File: config.mk
export PLATFORM = sky130hd
export DESIGN_NAME = biriscv_fetch_queue
export DESIGN_NICKNAME = d
export VERILOG_FILES = /design/src/rtl/biriscv_fetch_queue.sv
export SDC_FILE = /design/constraint.sdc
export NUM_CORES = 1
export LEC_CHECK = 0
export CAP_MARGIN = 30
export CORE_MARGIN = 2
export CORE_UTILIZATION = 54
export DETAILED_ROUTE_END_ITERATION = 8
export PLACE_DENSITY = 0.77
export SYNTH_ARGS = -nofsm -noshare
export SYNTH_HDL_FRONTEND = slang
export SYNTH_SLANG_ARGS = --single-unit
File: constraint.sdc
create_clock -name clk_i -period 3.7 [get_ports clk_i]
set_input_delay 0.555 -clock clk_i [delete_from_list [all_inputs] [get_ports clk_i]]
set_output_delay 0.555 -clock clk_i [all_outputs]
set_load 0.005 [all_outputs]
File: src/rtl/biriscv_fetch_queue.sv
// Instruction queue between fetch and decode: compacts valid slots of each fetch
// packet into a circular buffer and presents up to ISSUE_WIDTH in-order entries.
module biriscv_fetch_queue #(
  parameter int FETCH_WIDTH = 2,
  parameter int ISSUE_WIDTH = 2,
  parameter int DEPTH       = 8,
  parameter int DEPTH_W     = 3
) (
  input  logic                     clk_i,
  input  logic                     rst_ni,

  input  logic                     fetch_in_valid_i,
  input  logic [32*FETCH_WIDTH-1:0] fetch_in_instr_i,
  input  logic [31:0]              fetch_in_pc_i,
  input  logic [FETCH_WIDTH-1:0]   fetch_in_mask_i,
  input  logic [FETCH_WIDTH-1:0]   fetch_in_pred_branch_i,
  input  logic                     fetch_in_fault_fetch_i,
  input  logic                     fetch_in_fault_page_i,
  output logic                     fetch_in_accept_o,

  input  logic                     flush_i,

  output logic [ISSUE_WIDTH-1:0]   issue_valid_o,
  output logic [32*ISSUE_WIDTH-1:0] issue_instr_o,
  output logic [32*ISSUE_WIDTH-1:0] issue_pc_o,
  output logic [ISSUE_WIDTH-1:0]   issue_pred_branch_o,
  output logic [ISSUE_WIDTH-1:0]   issue_fault_fetch_o,
  output logic [ISSUE_WIDTH-1:0]   issue_fault_page_o,
  input  logic [ISSUE_WIDTH-1:0]   issue_accept_i,

  output logic [DEPTH_W:0]         level_o
);

  localparam logic [DEPTH_W:0] DEPTH_L = (DEPTH_W+1)'(DEPTH);
  localparam logic [DEPTH_W:0] FETCH_L = (DEPTH_W+1)'(FETCH_WIDTH);

  typedef struct packed {
    logic [31:0] instr;
    logic [31:0] pc;
    logic        pred;
    logic        fault_fetch;
    logic        fault_page;
  } entry_t;

  entry_t               mem_q [DEPTH];
  logic [DEPTH_W-1:0]   rd_ptr_q;
  logic [DEPTH_W-1:0]   wr_ptr_q;
  logic [DEPTH_W:0]     count_q;

  logic [FETCH_WIDTH-1:0] eff_mask;
  logic                   trunc_hit;
  logic [DEPTH_W-1:0]     wr_idx [FETCH_WIDTH];
  logic [DEPTH_W:0]       mask_cnt;
  logic                   fault_any;
  logic                   do_push;
  logic [DEPTH_W:0]       push_cnt;
  logic [DEPTH_W:0]       pop_cnt;
  logic                   pop_run;

  // Space check uses only the registered count, so a same-cycle pop never frees room.
  assign fetch_in_accept_o = (DEPTH_L - count_q) >= FETCH_L;
  assign fault_any         = fetch_in_fault_fetch_i | fetch_in_fault_page_i;
  assign do_push           = fetch_in_valid_i & fetch_in_accept_o & ~flush_i;
  assign level_o           = count_q;

  // Slots after the first valid predicted-taken slot are on the wrong path.
  always_comb begin
    // NOTE: every always_comb output gets a default first so no path infers a latch.
    eff_mask  = '0;
    trunc_hit = 1'b0;
    for (int i = 0; i < FETCH_WIDTH; i++) begin
      if (!trunc_hit) begin
        eff_mask[i] = fetch_in_mask_i[i];
        trunc_hit   = fetch_in_mask_i[i] & fetch_in_pred_branch_i[i];
      end
    end
  end

  // Compaction: each kept slot lands at wr_ptr plus the number of kept slots below it.
  always_comb begin
    mask_cnt = '0;
    for (int i = 0; i < FETCH_WIDTH; i++) begin
      wr_idx[i] = wr_ptr_q + mask_cnt[DEPTH_W-1:0];
      mask_cnt  = mask_cnt + {{DEPTH_W{1'b0}}, eff_mask[i]};
    end
  end

  always_comb begin
    push_cnt = '0;
    if (do_push) begin
      push_cnt = fault_any ? (DEPTH_W+1)'(1) : mask_cnt;
    end
  end

  // Pop stops at the first slot that is not both valid and accepted.
  always_comb begin
    pop_cnt = '0;
    pop_run = 1'b1;
    for (int k = 0; k < ISSUE_WIDTH; k++) begin
      if (pop_run && issue_valid_o[k] && issue_accept_i[k]) begin
        pop_cnt = pop_cnt + (DEPTH_W+1)'(1);
      end else begin
        pop_run = 1'b0;
      end
    end
  end

  // NOTE: storage is not reset; validity comes solely from count_q, which is.
  always_ff @(posedge clk_i) begin
    if (do_push) begin
      if (fault_any) begin
        mem_q[wr_ptr_q] <= '{instr:       32'h0,
                             pc:          fetch_in_pc_i,
                             pred:        1'b0,
                             fault_fetch: fetch_in_fault_fetch_i,
                             fault_page:  fetch_in_fault_page_i};
      end else begin
        for (int i = 0; i < FETCH_WIDTH; i++) begin
          if (eff_mask[i]) begin
            mem_q[wr_idx[i]] <= '{instr:       fetch_in_instr_i[32*i +: 32],
                                  pc:          fetch_in_pc_i + 32'(4*i),
                                  pred:        fetch_in_pred_branch_i[i],
                                  fault_fetch: 1'b0,
                                  fault_page:  1'b0};
          end
        end
      end
    end
  end

  always_ff @(posedge clk_i or negedge rst_ni) begin
    if (!rst_ni) begin
      rd_ptr_q <= '0;
      wr_ptr_q <= '0;
      count_q  <= '0;
    end else if (flush_i) begin
      rd_ptr_q <= '0;
      wr_ptr_q <= '0;
      count_q  <= '0;
    end else begin
      // NOTE: sequential state uses non-blocking assignments so every register
      // samples pre-edge values regardless of statement order.
      rd_ptr_q <= rd_ptr_q + pop_cnt[DEPTH_W-1:0];
      wr_ptr_q <= wr_ptr_q + push_cnt[DEPTH_W-1:0];
      count_q  <= count_q + push_cnt - pop_cnt;
    end
  end

  for (genvar k = 0; k < ISSUE_WIDTH; k++) begin : g_issue
    logic [DEPTH_W-1:0] rd_idx;
    assign rd_idx                     = rd_ptr_q + DEPTH_W'(k);
    assign issue_valid_o[k]           = count_q > (DEPTH_W+1)'(k);
    assign issue_instr_o[32*k +: 32]  = mem_q[rd_idx].instr;
    assign issue_pc_o[32*k +: 32]     = mem_q[rd_idx].pc;
    assign issue_pred_branch_o[k]     = mem_q[rd_idx].pred;
    assign issue_fault_fetch_o[k]     = mem_q[rd_idx].fault_fetch;
    assign issue_fault_page_o[k]      = mem_q[rd_idx].fault_page;
  end

  a_count_bound : assert property (@(posedge clk_i) disable iff (!rst_ni) count_q <= DEPTH_L);

endmodule

==> run_results.csv, run 1 <==
group,metric,value,unit
floorplanning,die-area,62700,um2
routing,first_pass_iters,7,
sta,slew_viol_final,0,
status,status,"complete, no violations",
cts,cts_tree,"yes",
routing,ant_nets,0,
placement,gp_congestion,0.9480,
layout,drive_gt1_frac,0.2429,
floorplanning,dieHeight,250.4,um
global_route,grt_max_degree,69,
cts,clk_pin_slew_worst_paths,60,ps
yosys,syn_inst,2715,
floorplanning,num_rows,90,
placement,dpl.hpwl,68170,um
sta,period_needed,3674,ps
critical_path,required,3140,ps
yosys,ys_types,59,
critical_path,path_max_fanout,23,
global_route,grt_pass1_vias,27053,
critical_path,worstPathCellList,"ha_4 > buf_16 > mux4_2 > mux2_2 > clkdlybuf4s50_1",
yosys,synth_area,32780,um2
placement,place_inst,3624,
cts,cts-htree-levels,2,
critical_path,cp-end-kind,"output pin",
yosys,syn_nets,2845,
layout,layout.nets,3035,
layout,final_core_util,0.6496,
cts,cts.sinks,546,
yosys,ys.flop_type,"edfxtp_1",
yosys,syn_area_per_cell,12.07,um2
sta,hold_violations,0,
floorplanning,ios,249,
critical_path,worstPathArrival,3120,ps
pwr,ir_drop,0.4420,mV
cts,clk_latency,630,ps
placement,io_buffers,248,
sta,slew_headroom,0.3683,
yosys,ys_async_sr_fraction,0.01832,
cts,clockBufferDepth,3,
layout,syn2layout_area_growth,19.15,%
floorplanning,die_w,250.4,um
critical_path,cpLargestDelayFamily,"multiplexers",
pwr,power_density,553.0,nW/um2
cts,cts_hold_buf,0,
global_route,grt_remaining_overflow,0,
sta,timing.hold.ws,237.5,ps
sta,setup_viol,0,
global_route,grt_antenna_before_repair,8,
global_route,grt_pass1_wl,166000,um
yosys,synth.top_cell.area_share,0.4763,
yosys,postSynthRegisterBits,546,
critical_path,crit_buf_inv,2,
sta,fin_crit_sh,0.9931,
routing,drc,0,
sta,worst_pin_slew,940.3,ps
routing,drt_iter0_markers,4426,
sta,rsz0062_at_grt,"false",
sta,clock-skew-final,21.09,ps
yosys,yosys_warnings,0,
routing,viasPerCell,7.202,
cts,root_buffer,"clkbuf_16",
cts,cts_buffers,54,
yosys,synth_edf_count,520,
hold_path,min_path_type,"primary input to async pin",
floorplanning,start_util,0.5452,
critical_path,critPathMaxStageDelay,550,ps
yosys,ys_seq_area_frac,0.4937,
routing,vias,26922,
yosys,synth_top_cell_by_area,"edfxtp_1",
pwr,leakage,0.01324,uW
layout,fill_cells,4187,
routing,wl,112600,um
floorplanning,coreArea,60130,um2
layout,layout_commonest_cell,"edfxtp_1",
yosys,synth.area.top_cells,"edfxtp_1, mux4_2, o21ai_0, nand2_1, mux2_2",
layout,final_cells,3738,
routing,wl_per_cell,30.12,um
sta,fmax,272.1,MHz
critical_path,crit_slowest_cell,"mux4_2",
sta,setup_tns,0,ps
flow_run,maxCapViolations,0,
global_route,grt.total_usage,0.3549,
critical_path,critPathKind,"flip-flop to output pin",
critical_path,critPathLaunchType,"flip-flop",
layout,most-common-layout-cells,"edfxtp_1, nand2_1, o21ai_0",
[layout make-up]
type / count / area, um2 / share of cell area
Antenna cell: 8 / 20.02 / 0.0005125
Clock buffer: 69 / 1469 / 0.03761
Clock inverter: 30 / 344.1 / 0.008809
Inverter: 16 / 60.06 / 0.001538
Multi-Input combinational cell: 1858 / 15590 / 0.3991
Sequential cell: 546 / 16200 / 0.4147
Tap cell: 782 / 978.4 / 0.02505
Timing Repair Buffer: 429 / 4403 / 0.1127
[kinds of logic (layout without fill, tap and decap cells)]
family	count (synthesis)	in the layout	share of synthesized area
simple gates	712	712	0.09545
compound gates	692	692	0.1253
flops	546	546	0.4937
mux	412	412	0.2332
buf+inv	311	544	0.03748
fa+ha+maj	22	22	0.009313
xor+xnor	20	20	0.005572
other cells	0	8	0
[stage by stage]
step / power, uW / worst slack [ps] / area (um2)
final: 21600 / 25.53 / 39060
after global routing: 22140 / 2.161 / 39060
after CTS: 21420 / 38.52 / 39010
after detailed placement: 15490 / 144.3 / 37060
after global placement: 15340 / 173.6 / 37060
after floorplan: 12050 / 273.4 / 32800
[final timing paths]
kind	from	endpoint	slack [ps]	depth (start not counted)
max	rd_ptr_q[1]	issue_fault_fetch_o[1]	30	5
min	rst_ni	level_o[3]	240	1
max reg2reg	level_o[1]	mem_q[6][29]	270	10
min reg2reg	mem_q[5][1]	mem_q[5][1]	470	2
max in group asynchronous	rst_ni	rd_ptr_q[0]	3110	1
min in group clk_i	mem_q[5][1]	mem_q[5][1]	470	2
[registers in the layout, summed over array words and instances, names as in the netlist]
register	count
level_o	4
mem_q	536
rd_ptr_q	3
wr_ptr_q	3
[cells in the mapped netlist (10+ instances only)]
cell type	instances
mux2_2	134
clkbuf_1	200
buf_1	46
mux2i_1	10
dfrtp_1	10
buf_2	29
xor2_1	13
clkbuf_2	20
dfxtp_1	16
ha_1	18
and2_1	24
nand4_1	10
inv_1	16
o21ai_0	397
nand2_1	446
nor2_1	75
o31ai_1	157
o2bb2ai_1	19
mux4_2	268
a21oi_1	33
or3_1	13
edfxtp_1	520
a31oi_1	17
nand3_1	21
o21ai_1	29
nor3_1	68
[timing repair]
| action | 4_1_cts | 5_1_grt |
|---|---|---|
| gates cloned | 2 | 0 |
| gates resized for setup | 8 | 3 |
| endpoints found under the setup margin | 67 | 5 |
| endpoints found under the hold margin | 0 | 0 |
| buffers inserted | 4 | 0 |
[routing by layer]
layer / vias to the layer above / track usage / part of all wire
met2: 2460 / 0.5483 / 0.45
met3: 531 / 0.09675 / 0.15
met1: 12998 / 0.4554 / 0.33
li1: 10929 / - / -
met4: 4 / 0.2029 / 0.064
met5: - / 0 / 0.00021
[where the power goes]
group          internal [uW]  switching (uW)
combinational           4360            4390
clock                   3290            2480
sequential              6940             147
total                  14600            7010
(Power assumes the default switching activity.)
==> run 2, diff against run 1 <==
--- a/config.mk
+++ b/config.mk
@@ -8,8 +8,9 @@
 export CAP_MARGIN = 30
 export CORE_MARGIN = 2
 export CORE_UTILIZATION = 54
+export CTS_CLUSTER_DIAMETER = 120
 export DETAILED_ROUTE_END_ITERATION = 8
-export PLACE_DENSITY = 0.77
+export PLACE_DENSITY = 0.82
 export SYNTH_ARGS = -nofsm -noshare
 export SYNTH_HDL_FRONTEND = slang
 export SYNTH_SLANG_ARGS = --single-unit
==> run 2 against run 1 <==
Effect of this change: critical endpoint is now issue_instr_o[52]; total power rose by 1.2%; core utilization up 0.19 points; clock skew up 7.4 ps; non-clock buffer count unchanged; die area unchanged; combinational power rose by 4.7%; worst setup slack lost 0.95 ps; wire length grew 3.8%; first-iteration DRC count is 8.9% higher; critical path type unchanged.
==> run_results.csv, run 2 (synthesis results as in run 1) <==
group,metric,value,unit
status,status,"complete, no violations",
floorplanning,die-area,62700,um2
routing,wl_per_cell,31.24,um
global_route,grt.total_usage,0.3677,
layout,fill_cells,4130,
sta,hold_violations,0,
critical_path,worst-r2r-setup-slack,370,ps
routing,drt_iter0_markers,4820,
cts,root_buffer,"clkbuf_16",
flow_run,maxCapViolations,0,
routing,viasPerCell,7.404,
global_route,grt_antenna_before_repair,12,
hold_path,min_path_type,"primary input to async pin",
placement,dpl.hpwl,68850,um
cts,cts-htree-levels,2,
critical_path,cp-end-kind,"output pin",
sta,setup_viol,0,
cts,clockBufferDepth,3,
routing,ant_nets,0,
placement,dp_slack,131.9,ps
global_route,grt_pass1_wl,171900,um
placement,io_buffers,248,
sta,setup_ws,24.58,ps
sta,rsz0062_at_grt,"false",
cts,cts_hold_buf,0,
sta,worst_pin_slew,1027,ps
layout,final_core_util,0.6515,
cts,cts_buffers,55,
sta,timing.hold.ws,254.7,ps
floorplanning,num_rows,90,
routing,wl,116900,um
floorplanning,start_util,0.5452,
critical_path,path_max_fanout,14,
pwr,leakage,0.01329,uW
global_route,grt_remaining_overflow,0,
floorplanning,dieHeight,250.4,um
critical_path,critPathKind,"flip-flop to output pin",
layout,most-common-layout-cells,"edfxtp_1, nand2_1, o21ai_0",
critical_path,worstPathArrival,3120,ps
global_route,grt_max_degree,69,
routing,first_pass_iters,7,
floorplanning,die_w,250.4,um
layout,layout_commonest_cell,"edfxtp_1",
pwr,power_density,558.1,nW/um2
placement,post_dp_cell_area,37080,um2
critical_path,r2r-start,"level_o[0]",
layout,layout.nets,3036,
sta,fin_crit_sh,0.9934,
layout,regMostFlops,"mem_q",
layout,final_cell_area,39180,um2
cts,cts.sinks,546,
pwr,ir_drop,0.3960,mV
placement,gp_congestion,0.9116,
floorplanning,coreArea,60130,um2
critical_path,rr_endpoint,"level_o[2]",
sta,fmax,272.1,MHz
sta,slew_viol_final,0,
critical_path,critPathLaunchType,"flip-flop",
cts,clk_latency,630,ps
cts,cts_tree,"yes",
sta,period_needed,3675,ps
layout,drive_gt1_frac,0.2425,
cts,clk_pin_slew_worst_paths,60,ps
global_route,grt_pass1_vias,27968,
layout,largest_reg_flops,536,
sta,clock-skew-final,28.49,ps
floorplanning,ios,249,
sta,slew_headroom,0.3156,
routing,vias,27707,
layout,syn2layout_area_growth,19.50,%
critical_path,worstRegToRegCells,13,
critical_path,required,3140,ps
routing,drc,0,
-- run 2: worst max-delay path by stage --
stage	endpoint	cells after the start	slack, ps	startpoint
5_1_grt	issue_instr_o[52]	6	20	rd_ptr_q[0]
4_1_cts	issue_pc_o[36]	6	-3	rd_ptr_q[0]
6_report	issue_instr_o[52]	6	20	rd_ptr_q[0]
3_5_place_dp	level_o[2]	12	130	fetch_in_mask_i[0]
2_1_floorplan	mem_q[0][3]	8	270	level_o[0]
3_3_place_gp	mem_q[0][42]	8	180	fetch_in_mask_i[0]
-- run 2: through the flow --
step           power (uW)  instances  TNS [ps]
3_5_place_dp        15510       3619         0
4_1_cts             21440       3731    -2.790
2_1_floorplan       12050       2715         0
6_report            21860       3742         0
3_3_place_gp        15380       3619         0
5_1_grt             22370       3740         0
-- run 2: routing by layer --
layer / vias to the layer above / wire length [um] / GRT usage
met4: 12 / 8527 / 0.2399
met2: 2926 / 52390 / 0.5567
met5: - / 62 / 0
met1: 13132 / 36390 / 0.4547
met3: 696 / 19530 / 0.1217
li1: 10941 / - / -
-- run 2: power breakdown --
group	switching [uW]	total [uW]	internal, uW
Sequential	150	7090	6940
Clock	2460	5630	3170
Combinational	4610	9150	4540
Total	7220	21900	14600
-- run 2: worst max-delay path, stage by stage (launching register included) --
cell and delay, ps:
dfrtp_4 550, ha_4 330, buf_12 190, buf_4 300, mux4_2 350, mux2_2 300
clkdlybuf4s50_1 450
-- run 2: cell type report --
class | instances | area [um2] | share of cell area
Multi-Input combinational cell | 1858 | 15600 | 0.3982
Antenna cell | 7 | 17.52 | 0.0004471
Tap cell | 782 | 978.4 | 0.02498
Clock inverter | 32 | 291.5 | 0.007442
Sequential cell | 546 | 16200 | 0.4134
Inverter | 16 | 60.06 | 0.001533
Timing Repair Buffer | 429 | 4549 | 0.1161
Clock buffer | 72 | 1481 | 0.03782
-- run 2: what timing repair did --
item,CTS,global route
cloned,3,2
pin swaps,1,0
buffers inserted,5,2
gates resized for setup,15,5
setup endpoints to repair,79,109
